<file path="config.mk">
export PLATFORM = sky130hd
export DESIGN_NAME = text_console_writer
export DESIGN_NICKNAME = d
export VERILOG_FILES = /design/src/rtl/text_console_writer.sv
export SDC_FILE = /design/constraint.sdc
export NUM_CORES = 1
export LEC_CHECK = 0
export ABC_AREA = 1
export CAP_MARGIN = 40
export CORE_MARGIN = 2
export CORE_UTILIZATION = 55
export DETAILED_ROUTE_END_ITERATION = 10
export PLACE_DENSITY = 0.79
export SLEW_MARGIN = 15
export SYNTH_ARGS = -nofsm -noshare
export SYNTH_HDL_FRONTEND = slang
export SYNTH_SLANG_ARGS = --single-unit
</file>
<file path="constraint.sdc">
create_clock -name clk -period 6.2 [get_ports clk]
set_clock_uncertainty 0.2 [all_clocks]
set_input_delay 0.62 -clock clk [delete_from_list [all_inputs] [get_ports clk]]
set_output_delay 0.62 -clock clk [all_outputs]
set_load 0.03 [all_outputs]
</file>
<file path="src/rtl/text_console_writer.sv">
// Character-stream front end for the HDMI text overlay: turns an ASCII byte
// stream into single-cycle text-buffer cell writes with cursor, wrap and clears.
module text_console_writer #(
  parameter int         COLS = 40,
  parameter int         ROWS = 25,
  parameter logic [7:0] FILL = 8'h20
) (
  input  logic       clk,
  input  logic       reset,
  input  logic       in_valid,
  output logic       in_ready,
  input  logic [7:0] in_char,
  output logic       wen,
  output logic [9:0] write_addr,
  output logic [7:0] write_data,
  output logic [5:0] cursor_col,
  output logic [4:0] cursor_row,
  output logic       busy
);
  localparam int TOTAL = COLS * ROWS;

  typedef enum logic [1:0] {INIT, IDLE, CLRLINE, CLRSCR} state_t;

  state_t      state_q, state_d;
  logic [10:0] cnt_q, cnt_d;
  logic        wen_q, wen_d;
  logic [9:0]  addr_q, addr_d;
  logic [7:0]  data_q, data_d;
  logic [5:0]  col_q, col_d;
  logic [4:0]  row_q, row_d;
  logic        adv;

  function automatic logic [9:0] cell_addr(input logic [4:0] row, input logic [10:0] col);
    return 10'(32'(row) * COLS + 32'(col));
  endfunction

  always_ff @(posedge clk) begin
    if (reset) begin
      state_q <= INIT;
      cnt_q   <= '0;
      wen_q   <= 1'b0;
      addr_q  <= '0;
      data_q  <= '0;
      col_q   <= '0;
      row_q   <= '0;
    end else begin
      state_q <= state_d;
      cnt_q   <= cnt_d;
      wen_q   <= wen_d;
      addr_q  <= addr_d;
      data_q  <= data_d;
      col_q   <= col_d;
      row_q   <= row_d;
    end
  end

  always_comb begin
    state_d = state_q;
    cnt_d   = cnt_q;
    wen_d   = 1'b0;
    addr_d  = addr_q;
    data_d  = data_q;
    col_d   = col_q;
    row_d   = row_q;
    adv     = 1'b0;
    case (state_q)
      INIT, CLRSCR: begin
        if (cnt_q < 11'(TOTAL)) begin
          wen_d  = 1'b1;
          addr_d = cnt_q[9:0];
          data_d = FILL;
          cnt_d  = cnt_q + 11'd1;
        end
        // An FF clear releases on its final write; INIT adds one settle cycle
        // after its final write before accepting input.
        if ((state_q == CLRSCR && cnt_q == 11'(TOTAL - 1)) || cnt_q == 11'(TOTAL))
          state_d = IDLE;
      end
      CLRLINE: begin
        wen_d  = 1'b1;
        addr_d = cell_addr(row_q, cnt_q);
        data_d = FILL;
        cnt_d  = cnt_q + 11'd1;
        if (cnt_q == 11'(COLS - 1)) state_d = IDLE;
      end
      IDLE: begin
        if (in_valid) begin
          if (in_char >= 8'h20 && in_char <= 8'h7E) begin
            wen_d  = 1'b1;
            addr_d = cell_addr(row_q, {5'd0, col_q});
            data_d = in_char;
            if (col_q == 6'(COLS - 1)) adv = 1'b1;
            else col_d = col_q + 6'd1;
          end else begin
            case (in_char)
              8'h0A: adv = 1'b1;
              8'h0D: col_d = '0;
              8'h08: begin
                if (col_q != 6'd0) begin
                  col_d  = col_q - 6'd1;
                  wen_d  = 1'b1;
                  addr_d = cell_addr(row_q, {5'd0, 6'(col_q - 6'd1)});
                  data_d = FILL;
                end
              end
              8'h0C: begin
                state_d = CLRSCR;
                cnt_d   = '0;
                col_d   = '0;
                row_d   = '0;
              end
              default: ;
            endcase
          end
        end
      end
      default: state_d = INIT;
    endcase

    // Row advance: the screen never scrolls, the new row is wiped instead.
    if (adv) begin
      col_d   = '0;
      row_d   = (row_q == 5'(ROWS - 1)) ? 5'd0 : row_q + 5'd1;
      state_d = CLRLINE;
      cnt_d   = '0;
    end
  end

  assign in_ready   = (state_q == IDLE);
  assign busy       = ~in_ready;
  assign wen        = wen_q;
  assign write_addr = addr_q;
  assign write_data = data_q;
  assign cursor_col = col_q;
  assign cursor_row = row_q;
endmodule
</file>
# ---- Word-level counts from Yosys, hierarchy flattened
# Cells that the tools add are included.
dict set report totals {
  register_bits 43
  latchBits 0
  ramBits 0
  mem_bits_ro 0
  output_inout_bits 32
  elab_cells 111
  memories 0
}
dict set report op_classes {
  add_sub_neg 7
  multipliers 1
  div 0
  order_cmp 3
  n_eq_ne 28
  shift 0
  mux 45
  n_bitwise 1
  n_reduce_logical 18
}
# cell count
set ops {}
lappend ops {{$mux W10} 5}
lappend ops {{$mux W11} 4}
lappend ops {{$mux W8} 5}
lappend ops {{$pmux W11 S3} 1}
lappend ops {{$eq A8 B4 Y1 const B} 4}
lappend ops {{$mux W5} 6}
lappend ops {{$pmux W10 S3} 1}
lappend ops {{$pmux W8 S3} 1}
lappend ops {{$eq A11 B10 Y1 const B} 2}
lappend ops {{$add A10 B6 Y10} 2}
lappend ops {{$mux W6} 3}
lappend ops {{$reduce_and A5 Y1} 3}
lappend ops {{$ne A2 B2 Y1 const B} 7}
lappend ops {{$mux W2} 6}
lappend ops {{$ne A3 B3 Y1 const B} 4}
lappend ops {{$pmux W6 S2} 1}
lappend ops {{$reduce_and A4 Y1} 3}
lappend ops {{$add A11 B1 Y11 const B} 1}
lappend ops {{$eq A11 B6 Y1 const B} 1}
lappend ops {{$lt A11 B10 Y1 const B} 1}
lappend ops {{$add A10 B10 Y10} 1}
lappend ops {{$mux W1} 10}
lappend ops {{$ne A3 B1 Y1 const B} 3}
lappend ops {{$ge A8 B6 Y1 const B} 1}
lappend ops {{21 further kinds} 27}

# ---- Logic depth before layout (Yosys ltp)
# Gate-level depths: netlist of run 1.
dict set report depth {
  depth_word 7
  mapped_depth 18
  depth_no_buf 18
}

# ---- Least setup slack after synthesis of run 1
# No wires, ideal clock.
dict set report synth_timing {
  path_kind {register -> register}
  startpoint {register state_q[1]}
  endpoint {register addr_q[9], in the netlist write_addr[9]}
  t_arrival_ns 2.733
  slack_ns 3.156
  stages_incl_launch_ff 18
  n_path_buf 2
  path_cell_list {dfxtp_1 > inv_1 > ha_1 > clkbuf_1 > buf_2 > o22ai_1 > a21oi_1 > ha_1 > inv_1 > fa_1 > inv_1 > nand4_1 > nand3_1 > nand3_1 > nand2_1 > nor2_1 > nor2_1 > nor2_1}
}
dict set report synth_via {
  word_cells_on_any_way 11
  classes_between {eq/ne (7); mux (1); reduce/logical (3)}
}
# item line_no
set synth_rtl {}
lappend synth_rtl {{start, declared} 24} ;# state_t state_q, state_d;
lappend synth_rtl {{start signal, assigned} 47} ;# state_q <= state_d;
lappend synth_rtl {{$eq A2 B1 Y1 *} -}
lappend synth_rtl {{named net in_ready} 11} ;# output logic in_ready,
lappend synth_rtl {{$ne A3 B1 Y1 (no source line) or $ne A2 B2 Y1 (tied branches)} -}
lappend synth_rtl {{$reduce_and A4 Y1 (no source line)} -}
lappend synth_rtl {{end signal, assigned} 50} ;# addr_q <= addr_d;
lappend synth_rtl {{end, declared} 27} ;# logic [9:0] addr_q, addr_d;
# The timed path passes the listed nets; every way through them passes the cells marked *.
# A chain may end at the register's enable or synchronous reset.

# ---- Worst setup path in the final report of run 1
dict set report layout_timing {
  startpoint {input in_char[5]}
  endpoint {register addr_q[6], in the netlist write_addr[6]}
}
dict set report layout_via {
  elab_chain_cells 5
  word_cells_on_any_way 10
  classes_between {order compare (2); eq/ne (3); mux (3); reduce/logical (2)}
}
# item line_no
set layout_rtl {}
lappend layout_rtl {{start, declared} 12} ;# input logic [7:0] in_char,
lappend layout_rtl {{$ge A8 B6 Y1 or $le A8 B7 Y1 (tied branches)} 88} ;# if (in_char >= 8'h20 && in_char <= 8'h7E) begin
lappend layout_rtl {{$logic_and A1 B1 Y1} 88}
lappend layout_rtl {{$mux W10} 88}
lappend layout_rtl {{$mux W10} 87} ;# if (in_valid) begin
lappend layout_rtl {{$pmux W10 S3} 66} ;# case (state_q)
# Several ways; a longest one is shown, not always the timed one. The select of a mux whose other input is x is not followed.

==> results of run 1 <==
worst reg2reg max path, stage by stage (launching register included):
cell and delay (ns):
dfxtp_1 0.34, inv_1 0.08, ha_1 0.15, buf_4 0.29, inv_2 0.17, nor2_2 0.33
inv_1 0.10, o22ai_1 0.12, a21oi_1 0.07, ha_1 0.38, a21oi_1 0.19, nand2_1 0.09
a21oi_1 0.12, o21ai_0 0.09, o21ai_0 0.12, nor2_1 0.07, nor2_1 0.09
through the flow:
stage | hold WS, ns | utilization [%] | instance area, µm² | std cells | power [mW]
5_1_grt | 0.280 | 63.7 | 4000 | 658 | 0.535
2_1_floorplan | 0.271 | - | 3510 | 547 | 0.324
4_1_cts | 0.250 | 63.7 | 4000 | 658 | 0.518
6_report | 0.247 | 63.7 | 4000 | 658 | 0.514
3_3_place_gp | 0.231 | 62.3 | 3910 | 650 | 0.341
3_5_place_dp | 0.237 | 62.3 | 3910 | 650 | 0.342
logic make-up after synthesis:
logic type | synth area share [%]
adders and majority gates | 8.62
xor gates and xnor gates | 2.99
AOI/OAI and AO/OA | 11.0
muxes | 0.285
DFF | 24.5
buffers and inverters | 10.6
and+or+nand+nor | 42.0
sequential cells by signal, summed over array words and instances, names as in the netlist:
register,count
write_addr,10
wen,1
state_q,2
cnt_q,11
cursor_row,5
cursor_col,6
write_data,8
where the power goes:
group / internal, mW / switching (mW) / total [mW]
Clock: 0.0788 / 0.100 / 0.179
Combinational: 0.0198 / 0.0333 / 0.0531
Sequential: 0.279 / 0.00316 / 0.282
Total: 0.378 / 0.137 / 0.514
final cells by class:
| type | instances | area [µm²] |
|---|---|---|
| tap | 77 | 96.3 |
| clock buffer | 6 | 72.6 |
| sequential | 43 | 861 |
| clock inverter | 2 | 12.5 |
| fill | 572 | 2280 |
| multi-input combinational | 422 | 2280 |
| timing repair buffer | 43 | 428 |
| inverter | 65 | 249 |
cell usage in the layout (no fill, tap or decap), types with 2 or more instances in the layout:
cell type,n
nand2_2,3
a22oi_1,2
xor2_1,9
inv_2,5
clkdlybuf4s50_1,42
fa_1,2
nor3b_1,2
nand4_1,9
nor2_2,4
nor3_1,8
o22ai_1,4
nor2_1,92
clkbuf_8,5
a21oi_1,17
xnor2_1,3
nand2_4,4
ha_1,21
nand3_1,43
nand2_1,149
a21oi_2,10
nand3b_1,2
dfxtp_1,43
inv_1,59
a21oi_4,2
o21ai_0,20
nor2_4,4
nand3_2,3
worst max path at each step:
stage | to | cells after the start | from
finish | write_addr[6] | 16 | in_char[5]
global route | write_addr[6] | 16 | in_char[5]
CTS | write_addr[8] | 17 | in_char[5]
detailed placement | write_addr[8] | 17 | in_char[5]
global placement | write_addr[8] | 17 | in_char[5]
floorplan | write_addr[9] | 17 | state_q[1]
layer usage:
layer  GRT usage (%)  vias up  wire (µm)
met5               0        -          0
met4            6.45        0        139
met3            3.36       16        455
met2            40.9      130       3870
met1            32.7     1591       4050
li1                -     1799          -
==> flow_results.xml, run 1 <==
<?xml version="1.0" encoding="UTF-8"?>
<metrics>
  <group name="worst_setup_path">
    <metric name="reg2reg_from" unit="">state_q[1]</metric>
    <metric name="rr_endpoint" unit="">write_addr[6]</metric>
    <metric name="critical_path.most_common_cell" unit="">a21oi_1</metric>
    <metric name="critical_path.slowest_cell" unit="">clkdlybuf4s50_1</metric>
    <metric name="timing.critical_path.to_type" unit="">flop</metric>
    <metric name="cp_data_arrival_time" unit="ns">3.35</metric>
    <metric name="path_delay_family" unit="">compound AO/OA/AOI/OAI gates</metric>
    <metric name="worst_setup_path_start_kind" unit="">input pin</metric>
    <metric name="cp_slowest_stage_delay" unit="ns">0.54</metric>
    <metric name="critical_path_cell_list" unit="">clkdlybuf4s50_1 &gt; inv_2 &gt; a21oi_4 &gt; nand2_8 &gt; nor2_2 &gt; inv_1 &gt; o22ai_1 &gt; a21oi_1 &gt; ha_1 &gt; a21oi_1 &gt; nand2_1 &gt; a21oi_1 &gt; o21ai_0 &gt; o21ai_0 &gt; nor2_1 &gt; nor2_1</metric>
    <metric name="path_buf_inv" unit="">3</metric>
    <metric name="reg2reg_setup_slack" unit="ns">3.15</metric>
    <metric name="cp_max_fo" unit="">19</metric>
    <metric name="critPathRequiredTime" unit="ns">6.25</metric>
    <metric name="critPathKind" unit="">in -&gt; reg</metric>
    <metric name="r2r.worst_path.cells" unit="">16</metric>
  </group>
  <group name="logic_synthesis">
    <metric name="postSynthCellCount" unit="">547</metric>
    <metric name="synthesis.yosys.warnings" unit="">0</metric>
    <metric name="postSynthAreaPerCell" unit="µm²">6.42</metric>
    <metric name="number_of_enable_flip_flop_cells_after_synthesis" unit="">0</metric>
    <metric name="ys_ff_latch" unit="">43</metric>
    <metric name="yosysUniqueCellTypes" unit="">41</metric>
    <metric name="mappedNetlistArea" unit="µm²">3510</metric>
    <metric name="synth-async-reset-ratio" unit="%">0</metric>
    <metric name="postSynthNetCount" unit="">581</metric>
    <metric name="synth_area_leaders" unit="">dfxtp_1 (25%), nand2_1 (16%), nor2_1 (9.8%), ha_1 (7.5%), inv_1 (6.3%)</metric>
    <metric name="netlist.area_leader.share" unit="%">24.5</metric>
    <metric name="synthTopCellsByCount" unit="">nand2_1 (149), nor2_1 (92), inv_1 (59), dfxtp_1 (43), nand3_1 (43)</metric>
    <metric name="synth_sequential_area_ratio" unit="%">24.5</metric>
    <metric name="synthMostInstantiatedCell" unit="">nand2_1</metric>
    <metric name="yosysTopAreaCell" unit="">dfxtp_1</metric>
    <metric name="synth_top_flop_cell" unit="">dfxtp_1</metric>
  </group>
  <group name="hold_path">
    <metric name="hold_crit_class" unit="">reg -&gt; reg</metric>
    <metric name="min_to" unit="">write_data[7]</metric>
    <metric name="worstHoldPathCells" unit="">2</metric>
    <metric name="holdCritStartpoint" unit="">write_data[7]</metric>
  </group>
  <group name="sta">
    <metric name="setup-tns-final" unit="ns">0</metric>
    <metric name="min_period_over_period" unit="%">53.2</metric>
    <metric name="setup_repair_after_global_routing_missed_its_margin" unit="">no</metric>
    <metric name="setup_ws_final" unit="ns">2.90</metric>
    <metric name="slew_viol_final" unit="">0</metric>
    <metric name="finalSetupViolCount" unit="">0</metric>
    <metric name="fmax" unit="MHz">303</metric>
    <metric name="post-route-min-period" unit="ns">3.30</metric>
    <metric name="timing_hold_violations_final" unit="">0</metric>
    <metric name="worst_slew_slack_as_a_fraction_of_its_limit" unit="%">53.7</metric>
    <metric name="tightest_slew" unit="ns">0.694</metric>
  </group>
  <group name="clock_tree">
    <metric name="ctsResizeCount" unit="">0</metric>
    <metric name="cts_tree" unit="">built</metric>
    <metric name="clkTransAtPathRegs" unit="ns">0.08</metric>
    <metric name="htree_num_levels" unit="">2</metric>
    <metric name="cts_num_sinks" unit="">43</metric>
    <metric name="cts_made_buffers" unit="">5</metric>
    <metric name="cts.root.buffer_cell" unit="">clkbuf_8</metric>
    <metric name="clockBufferDepth" unit="">2</metric>
    <metric name="cts_hold_repair.buffers" unit="">0</metric>
    <metric name="cts_post_setup_buffers_inserted" unit="">0</metric>
    <metric name="clock_latency" unit="ns">0.31</metric>
  </group>
  <group name="drt">
    <metric name="routed_via_density" unit="">5.37</metric>
    <metric name="routed_wl" unit="µm">8520</metric>
    <metric name="post-route-drc-count" unit="">0</metric>
    <metric name="antenna_violating_nets_post_route" unit="">0</metric>
    <metric name="routedWlPerCell" unit="µm">12.9</metric>
    <metric name="first_pass_iters" unit="">5</metric>
    <metric name="starting_drt_drc_count" unit="">305</metric>
    <metric name="num_vias" unit="">3536</metric>
  </group>
  <group name="pwr">
    <metric name="total_leakage_power" unit="nW">1.78</metric>
    <metric name="pwr_density_cell" unit="nW/µm²">129</metric>
    <metric name="peakVddDrop" unit="µV">131</metric>
  </group>
  <group name="global_route">
    <metric name="maximum_number_of_pins_on_one_net_before_global_route_repair" unit="">26</metric>
    <metric name="grt_remaining_overflow" unit="">0</metric>
    <metric name="grt_pass1_wl" unit="µm">14300</metric>
    <metric name="antenna_found_initial" unit="">0</metric>
    <metric name="groute.usage.overall" unit="%">24.3</metric>
    <metric name="first_global_vias" unit="">3159</metric>
  </group>
  <group name="placement">
    <metric name="hpwl" unit="µm">6430</metric>
    <metric name="place_worst_setup_slack" unit="ns">2.61</metric>
    <metric name="gpl.final_weighted_congestion" unit="">0.992</metric>
    <metric name="io_buffer_count" unit="">42</metric>
  </group>
  <group name="layout">
    <metric name="layout-area-overhead-vs-synth" unit="%">13.8</metric>
    <metric name="nNetsFinal" unit="">614</metric>
    <metric name="final_layout_size_suffix_gt1_share" unit="%">8.43</metric>
    <metric name="antennaDiodeCount" unit="">0</metric>
  </group>
  <group name="status">
    <metric name="status" unit="">completed</metric>
  </group>
  <group name="floorplanning">
    <metric name="std_cell_rows" unit="">29</metric>
    <metric name="start_util" unit="%">55.9</metric>
    <metric name="coreArea" unit="µm²">6280</metric>
    <metric name="die-height" unit="µm">83.9</metric>
    <metric name="boundaryPins" unit="">43</metric>
    <metric name="die_area" unit="µm²">7040</metric>
    <metric name="die_width" unit="µm">83.9</metric>
  </group>
  <group name="job">
    <metric name="max_capacitance_violation_total" unit="">0</metric>
  </group>
</metrics>
(Power assumes the default switching activity.)
==> run 2, diff against run 1 <==
CORE_UTILIZATION = 51   (was 55)
PLACE_DENSITY = 0.77   (was 0.79)
clock period = 2.6 ns   (was 6.2 ns; I/O delays follow)
==> run 2 against run 1 <==
  * Non-clock buffer count grew 40
  * Highest routed layer unchanged
  * Wire length grew 12%
  * Global-route usage grew 0.44 points
==> flow_results.xml, run 2 (same netlist as run 1, synthesis figures left out) <==
<?xml version="1.0" encoding="UTF-8"?>
<metrics>
  <group name="status">
    <metric name="status" unit="">completed</metric>
  </group>
  <group name="clock_tree">
    <metric name="cts_hold_repair.buffers" unit="">0</metric>
    <metric name="clkTransAtPathRegs" unit="ns">0.09</metric>
    <metric name="clockBufferDepth" unit="">2</metric>
    <metric name="cts_num_sinks" unit="">43</metric>
    <metric name="htree_num_levels" unit="">2</metric>
    <metric name="cts_made_buffers" unit="">5</metric>
    <metric name="cts_tree" unit="">built</metric>
    <metric name="cts.root.buffer_cell" unit="">clkbuf_8</metric>
    <metric name="clock_latency" unit="ns">0.31</metric>
  </group>
  <group name="worst_setup_path">
    <metric name="cp_slowest_stage_delay" unit="ns">0.42</metric>
    <metric name="cp_max_fo" unit="">3</metric>
    <metric name="path_delay_family" unit="">adder cells</metric>
    <metric name="worst_setup_path_start_kind" unit="">flop</metric>
    <metric name="reg2reg_from" unit="">cursor_col[0]</metric>
    <metric name="path_buf_inv" unit="">4</metric>
    <metric name="rr_endpoint" unit="">write_addr[9]</metric>
    <metric name="critical_path.slowest_cell" unit="">fa_2</metric>
    <metric name="critical_path_cell_list" unit="">inv_2 &gt; buf_4 &gt; nand2_2 &gt; xor2_2 &gt; o22ai_2 &gt; a21oi_2 &gt; ha_2 &gt; inv_1 &gt; fa_2 &gt; inv_1 &gt; nand4_1 &gt; nand3_1 &gt; nand3_1 &gt; nand2_1 &gt; nor2_1 &gt; nor2_1 &gt; nor2_1</metric>
    <metric name="timing.critical_path.to_type" unit="">flop</metric>
    <metric name="r2r.worst_path.cells" unit="">17</metric>
    <metric name="reg2reg_setup_slack" unit="ns">0.03</metric>
    <metric name="cp_data_arrival_time" unit="ns">2.58</metric>
    <metric name="critical_path.most_common_cell" unit="">nor2_1</metric>
    <metric name="critPathKind" unit="">reg -&gt; reg</metric>
    <metric name="critPathRequiredTime" unit="ns">2.61</metric>
  </group>
  <group name="pwr">
    <metric name="pwr_density_cell" unit="nW/µm²">279</metric>
    <metric name="sequentialPowerShare" unit="%">54.3</metric>
    <metric name="peakVddDrop" unit="µV">178</metric>
    <metric name="clock_network_fraction_of_design_power" unit="%">34.5</metric>
    <metric name="total_leakage_power" unit="nW">2.05</metric>
    <metric name="power_switching_share" unit="%">26.6</metric>
    <metric name="combinationalPowerShare" unit="%">11.2</metric>
    <metric name="p_int" unit="mW">0.910</metric>
    <metric name="power.switching" unit="mW">0.330</metric>
  </group>
  <group name="placement">
    <metric name="gpl.final_weighted_congestion" unit="">0.890</metric>
    <metric name="io_buffer_count" unit="">42</metric>
    <metric name="place.detailed.instances" unit="">688</metric>
    <metric name="place_worst_setup_slack" unit="ns">-0.341</metric>
    <metric name="hpwl" unit="µm">7120</metric>
  </group>
  <group name="hold_path">
    <metric name="hold_crit_class" unit="">in -&gt; reg</metric>
    <metric name="min_to" unit="">write_data[4]</metric>
    <metric name="holdCritStartpoint" unit="">in_char[4]</metric>
    <metric name="worstHoldPathCells" unit="">6</metric>
  </group>
  <group name="job">
    <metric name="max_capacitance_violation_total" unit="">0</metric>
  </group>
  <group name="layout">
    <metric name="leading_cell_type_in_the_layout_fill_and_taps_excluded" unit="">nand2_1</metric>
    <metric name="antennaDiodeCount" unit="">0</metric>
    <metric name="top_register" unit="">cnt_q</metric>
    <metric name="final_layout_size_suffix_gt1_share" unit="%">19.5</metric>
    <metric name="nNetsFinal" unit="">654</metric>
    <metric name="largest_register_ff_count" unit="">11</metric>
    <metric name="final_cell_mix" unit="">nand2_1 (148), nor2_1 (89), inv_1 (54), nand3_1 (42), buf_4 (41)</metric>
    <metric name="final_instance_count_without_filler_cells" unit="">701</metric>
    <metric name="layout-area-overhead-vs-synth" unit="%">26.4</metric>
  </group>
  <group name="sta">
    <metric name="timing_hold_violations_final" unit="">0</metric>
    <metric name="setup-tns-final" unit="ns">0</metric>
    <metric name="worst_slew_slack_as_a_fraction_of_its_limit" unit="%">72.5</metric>
    <metric name="slew_viol_final" unit="">0</metric>
    <metric name="finalSetupViolCount" unit="">0</metric>
    <metric name="min_period_over_period" unit="%">99.0</metric>
    <metric name="post-route-min-period" unit="ns">2.57</metric>
    <metric name="tightest_slew" unit="ns">0.413</metric>
    <metric name="setup_ws_final" unit="ns">0.0268</metric>
    <metric name="setup_repair_after_global_routing_missed_its_margin" unit="">yes</metric>
    <metric name="fmax" unit="MHz">389</metric>
  </group>
  <group name="drt">
    <metric name="num_vias" unit="">3672</metric>
    <metric name="starting_drt_drc_count" unit="">295</metric>
    <metric name="antenna_violating_nets_post_route" unit="">0</metric>
    <metric name="routedWlPerCell" unit="µm">13.6</metric>
    <metric name="routed_wl" unit="µm">9550</metric>
    <metric name="post-route-drc-count" unit="">0</metric>
    <metric name="first_pass_iters" unit="">5</metric>
    <metric name="routed_via_density" unit="">5.24</metric>
  </group>
  <group name="floorplanning">
    <metric name="die_width" unit="µm">87.0</metric>
    <metric name="die-height" unit="µm">87.0</metric>
    <metric name="start_util" unit="%">52.3</metric>
    <metric name="boundaryPins" unit="">43</metric>
    <metric name="std_cell_rows" unit="">30</metric>
    <metric name="coreArea" unit="µm²">6720</metric>
    <metric name="die_area" unit="µm²">7560</metric>
  </group>
  <group name="global_route">
    <metric name="grt_remaining_overflow" unit="">0</metric>
    <metric name="groute.usage.overall" unit="%">24.7</metric>
    <metric name="grt_pass1_wl" unit="µm">15000</metric>
    <metric name="maximum_number_of_pins_on_one_net_before_global_route_repair" unit="">24</metric>
    <metric name="first_global_vias" unit="">3248</metric>
    <metric name="antenna_found_initial" unit="">0</metric>
  </group>
</metrics>
## run 2: layout make-up
cell class                      instances  area, µm²
Clock buffer                            7       76.3
Inverter                               65        249
Clock inverter                          1       5.00
Tap cell                               80        100
Timing Repair Buffer                   83        744
Multi-Input combinational cell        422       2390
Fill cell                             600       2280
Sequential cell                        43        872
## run 2: worst max-delay path by stage
stage / end / from / cells after the start
2_1_floorplan: write_addr[8] / cursor_row[4] / 13
4_1_cts: write_addr[8] / cursor_row[1] / 14
3_3_place_gp: write_addr[9] / in_char[6] / 18
3_5_place_dp: write_addr[8] / in_char[6] / 17
6_report: write_addr[9] / cursor_col[0] / 17
5_1_grt: write_addr[8] / cursor_row[3] / 14
## run 2: timing repair
item | CTS | global route
setup buffers | 0 | 5
gates cloned | 0 | 0
pin swaps | 3 | 21
endpoints found under the setup margin | 2 | 6
gates resized for setup | 4 | 30
## run 2: power by group through the flow
| stage | clock (mW) | sequential [mW] | combinational [mW] |
|---|---|---|---|
| floorplan | 0 | 0.695 | 0.0768 |
| global placement | 0 | 0.688 | 0.138 |
| detailed placement | 0 | 0.688 | 0.141 |
| CTS | 0.436 | 0.673 | 0.141 |
| global route | 0.463 | 0.674 | 0.154 |
| finish | 0.428 | 0.673 | 0.139 |
## run 2: layer usage
layer / GRT usage [%] / wire [µm] / vias to the layer above
met2: 40.7 / 4530 / 118
met5: 0 / 0 / -
met3: 4.83 / 509 / 18
met4: 5.26 / 144 / 0
li1: - / - / 1872
met1: 33.6 / 4360 / 1664
## run 2: worst reg2reg max path: stages (launching register included)
cell and delay (ns):
dfxtp_2 0.35, inv_2 0.05, buf_4 0.13, nand2_2 0.07, xor2_2 0.19, o22ai_2 0.10, a21oi_2 0.12, ha_2 0.18
inv_1 0.06, fa_2 0.42, inv_1 0.08, nand4_1 0.10, nand3_1 0.12, nand3_1 0.07, nand2_1 0.07, nor2_1 0.04
nor2_1 0.08, nor2_1 0.04
## run 2: through the flow
stage	instance area (µm²)	utilization, %	hold slack, ns	power (mW)
finish	4440	66.1	0.236	1.24
global route	4440	66.1	0.267	1.29
CTS	4300	64.0	0.247	1.25
detailed placement	4210	62.6	0.235	0.829
global placement	4210	62.6	0.230	0.826
floorplan	3550	-	0.122	0.772
==> run 3, diff against run 2 <==
CORE_MARGIN = 3   (was 2)
==> run 3 against run 2 <==
  * The flow now finishes with violations (setup timing)
  * Via count rose by 0.52%
  * Die area is 4.7% higher
  * Clock power increased by 2%
  * Fmax down 1.8%
  * Worst setup slack worse by 0.046 ns
==> flow_results.xml, run 3 (same netlist as run 1, synthesis figures left out) <==
<?xml version="1.0" encoding="UTF-8"?>
<metrics>
  <group name="status">
    <metric name="status" unit="">finished, violations left</metric>
    <metric name="failed_checks" unit="">setup timing</metric>
  </group>
  <group name="layout">
    <metric name="nNetsFinal" unit="">651</metric>
    <metric name="leading_cell_type_in_the_layout_fill_and_taps_excluded" unit="">nand2_1</metric>
    <metric name="largest_register_ff_count" unit="">11</metric>
    <metric name="final_core_util" unit="%">69.3</metric>
    <metric name="top_register" unit="">cnt_q</metric>
    <metric name="nFillCells" unit="">516</metric>
    <metric name="antennaDiodeCount" unit="">0</metric>
    <metric name="final_layout_size_suffix_gt1_share" unit="%">21.2</metric>
    <metric name="final_cell_mix" unit="">nand2_1 (148), nor2_1 (89), inv_1 (52), nand3_1 (40), buf_4 (38)</metric>
    <metric name="layout-area-overhead-vs-synth" unit="%">28.2</metric>
  </group>
  <group name="global_route">
    <metric name="grt_remaining_overflow" unit="">0</metric>
    <metric name="global_routing_met3_resource_utilization" unit="%">3.32</metric>
    <metric name="grtUsageMet1" unit="%">32.6</metric>
    <metric name="global_routing_usage_on_met2" unit="%">38.9</metric>
    <metric name="groute.usage.overall" unit="%">23.6</metric>
    <metric name="first_global_vias" unit="">3367</metric>
    <metric name="maximum_number_of_pins_on_one_net_before_global_route_repair" unit="">18</metric>
    <metric name="most_crowded_layer_gr" unit="">met2</metric>
    <metric name="grt_pass1_wl" unit="µm">15100</metric>
    <metric name="antenna_found_initial" unit="">0</metric>
  </group>
  <group name="sta">
    <metric name="worst_slew_slack_as_a_fraction_of_its_limit" unit="%">67.0</metric>
    <metric name="timing_hold_violations_final" unit="">0</metric>
    <metric name="slew_viol_final" unit="">0</metric>
    <metric name="tightest_slew" unit="ns">0.489</metric>
    <metric name="post-route-min-period" unit="ns">2.62</metric>
    <metric name="setup_repair_after_global_routing_missed_its_margin" unit="">yes</metric>
    <metric name="min_period_over_period" unit="%">101</metric>
    <metric name="setup_ws_final" unit="ns">-0.0196</metric>
    <metric name="fmax" unit="MHz">382</metric>
    <metric name="setup-tns-final" unit="ns">-0.0196</metric>
    <metric name="finalSetupViolCount" unit="">1</metric>
  </group>
  <group name="pwr">
    <metric name="peakVddDrop" unit="µV">268</metric>
    <metric name="pwr_density_cell" unit="nW/µm²">278</metric>
    <metric name="total_power" unit="mW">1.25</metric>
    <metric name="total_leakage_power" unit="nW">2.04</metric>
  </group>
  <group name="floorplanning">
    <metric name="coreArea" unit="µm²">6490</metric>
    <metric name="boundaryPins" unit="">43</metric>
    <metric name="die_width" unit="µm">89.0</metric>
    <metric name="die-height" unit="µm">89.0</metric>
    <metric name="die_area" unit="µm²">7920</metric>
    <metric name="start_util" unit="%">54.1</metric>
    <metric name="std_cell_rows" unit="">29</metric>
  </group>
  <group name="clock_tree">
    <metric name="clkTransAtPathRegs" unit="ns">0.09</metric>
    <metric name="cts_tree" unit="">built</metric>
    <metric name="clockBufferDepth" unit="">2</metric>
    <metric name="cts.root.buffer_cell" unit="">clkbuf_8</metric>
    <metric name="htree_num_levels" unit="">2</metric>
    <metric name="cts_num_sinks" unit="">43</metric>
    <metric name="cts_made_buffers" unit="">5</metric>
    <metric name="clock_latency" unit="ns">0.29</metric>
  </group>
  <group name="worst_setup_path">
    <metric name="timing.critical_path.to_type" unit="">flop</metric>
    <metric name="critPathKind" unit="">reg -&gt; reg</metric>
    <metric name="critical_path.slowest_cell" unit="">fa_2</metric>
    <metric name="path_buf_inv" unit="">2</metric>
    <metric name="crit_cells" unit="">14</metric>
    <metric name="r2r.worst_path.cells" unit="">14</metric>
    <metric name="reg2reg_from" unit="">cursor_row[1]</metric>
    <metric name="cp_slowest_stage_delay" unit="ns">0.52</metric>
    <metric name="cp_data_arrival_time" unit="ns">2.62</metric>
    <metric name="crit_path_start" unit="">cursor_row[1]</metric>
    <metric name="path_delay_family" unit="">adder cells</metric>
    <metric name="critical_path_cell_list" unit="">ha_4 &gt; ha_4 &gt; inv_2 &gt; fa_2 &gt; inv_2 &gt; ha_4 &gt; a21oi_2 &gt; o21ai_1 &gt; nor2_1 &gt; nand2_1 &gt; nand2_1 &gt; nor2_2 &gt; nor2_1 &gt; nor2_1</metric>
    <metric name="critPathRequiredTime" unit="ns">2.60</metric>
    <metric name="worst_setup_path_start_kind" unit="">flop</metric>
    <metric name="cp_max_fo" unit="">4</metric>
  </group>
  <group name="drt">
    <metric name="routedWlPerCell" unit="µm">13.5</metric>
    <metric name="antenna_violating_nets_post_route" unit="">0</metric>
    <metric name="num_vias" unit="">3691</metric>
    <metric name="routed_via_density" unit="">5.32</metric>
    <metric name="starting_drt_drc_count" unit="">222</metric>
    <metric name="first_pass_iters" unit="">5</metric>
    <metric name="routed_wl" unit="µm">9370</metric>
    <metric name="post-route-drc-count" unit="">0</metric>
  </group>
  <group name="placement">
    <metric name="io_buffer_count" unit="">42</metric>
    <metric name="hpwl" unit="µm">6970</metric>
    <metric name="gpl.final_weighted_congestion" unit="">0.916</metric>
  </group>
  <group name="hold_path">
    <metric name="worstHoldPathCells" unit="">2</metric>
    <metric name="hold_crit_class" unit="">reg -&gt; reg</metric>
    <metric name="holdCritStartpoint" unit="">write_data[7]</metric>
  </group>
  <group name="job">
    <metric name="max_capacitance_violation_total" unit="">0</metric>
  </group>
</metrics>
==> run 3: per-stage QoR <==
step | area (µm²) | cells | worst slack, ns | hold WS [ns]
final | 4500 | 694 | -0.0196 | 0.243
after floorplan | 3550 | 547 | 0.0232 | 0.122
after global placement | 4190 | 683 | -0.299 | 0.231
after global routing | 4500 | 694 | -0.0949 | 0.272
after CTS | 4300 | 690 | 0.0138 | 0.245
after detailed placement | 4190 | 683 | -0.306 | 0.232
==> run 3: worst register-to-register path: stages, from the launching register on <==
cell	delay, ns
dfxtp_2	0.35
ha_4	0.27
ha_4	0.12
inv_2	0.04
fa_2	0.52
inv_2	0.05
ha_4	0.25
a21oi_2	0.14
o21ai_1	0.09
nor2_1	0.14
nand2_1	0.07
nand2_1	0.07
nor2_2	0.04
nor2_1	0.12
nor2_1	0.05
==> run 3: final cells by class <==
type / count / area [µm²] / share of cell area [%]
well taps: 77 / 96.3 / 2.14
clock buffers: 6 / 82.6 / 1.83
flip-flops and latches: 43 / 878 / 19.5
multi-input cells: 422 / 2470 / 54.8
repair buffers: 80 / 722 / 16.0
inverters: 65 / 249 / 5.53
clock inverters: 1 / 5.00 / 0.111
==> run 3: per-layer routing <==
layer / up-vias / wire length, µm
li1: 1871 / -
met1: 1675 / 4310
met4: 0 / 145
met3: 16 / 531
met5: - / 0
met2: 129 / 4380
==> run 3: what timing repair did <==
item	CTS	global route
endpoints found under the setup margin	2	6
cloned	0	0
setup buffers	0	4
hold buffers	0	0
pin swaps	4	27
gates resized for setup	8	45
==> run 3: path summary, 6_finish.rpt <==
| path | end | slack, ns |
|---|---|---|
| worst max-delay path | write_addr[8] | -0.02 |
| worst min-delay path | write_data[7] | 0.24 |
| worst max register to register | write_addr[8] | -0.02 |
| worst min register to register | write_data[7] | 0.24 |
==> run 3: power by group <==
group          total [mW]  leakage, nW  switching (mW)  internal (mW)
Sequential          0.671        0.354         0.00755          0.664
Combinational       0.140         1.64          0.0839         0.0565
Clock               0.438       0.0470           0.229          0.209
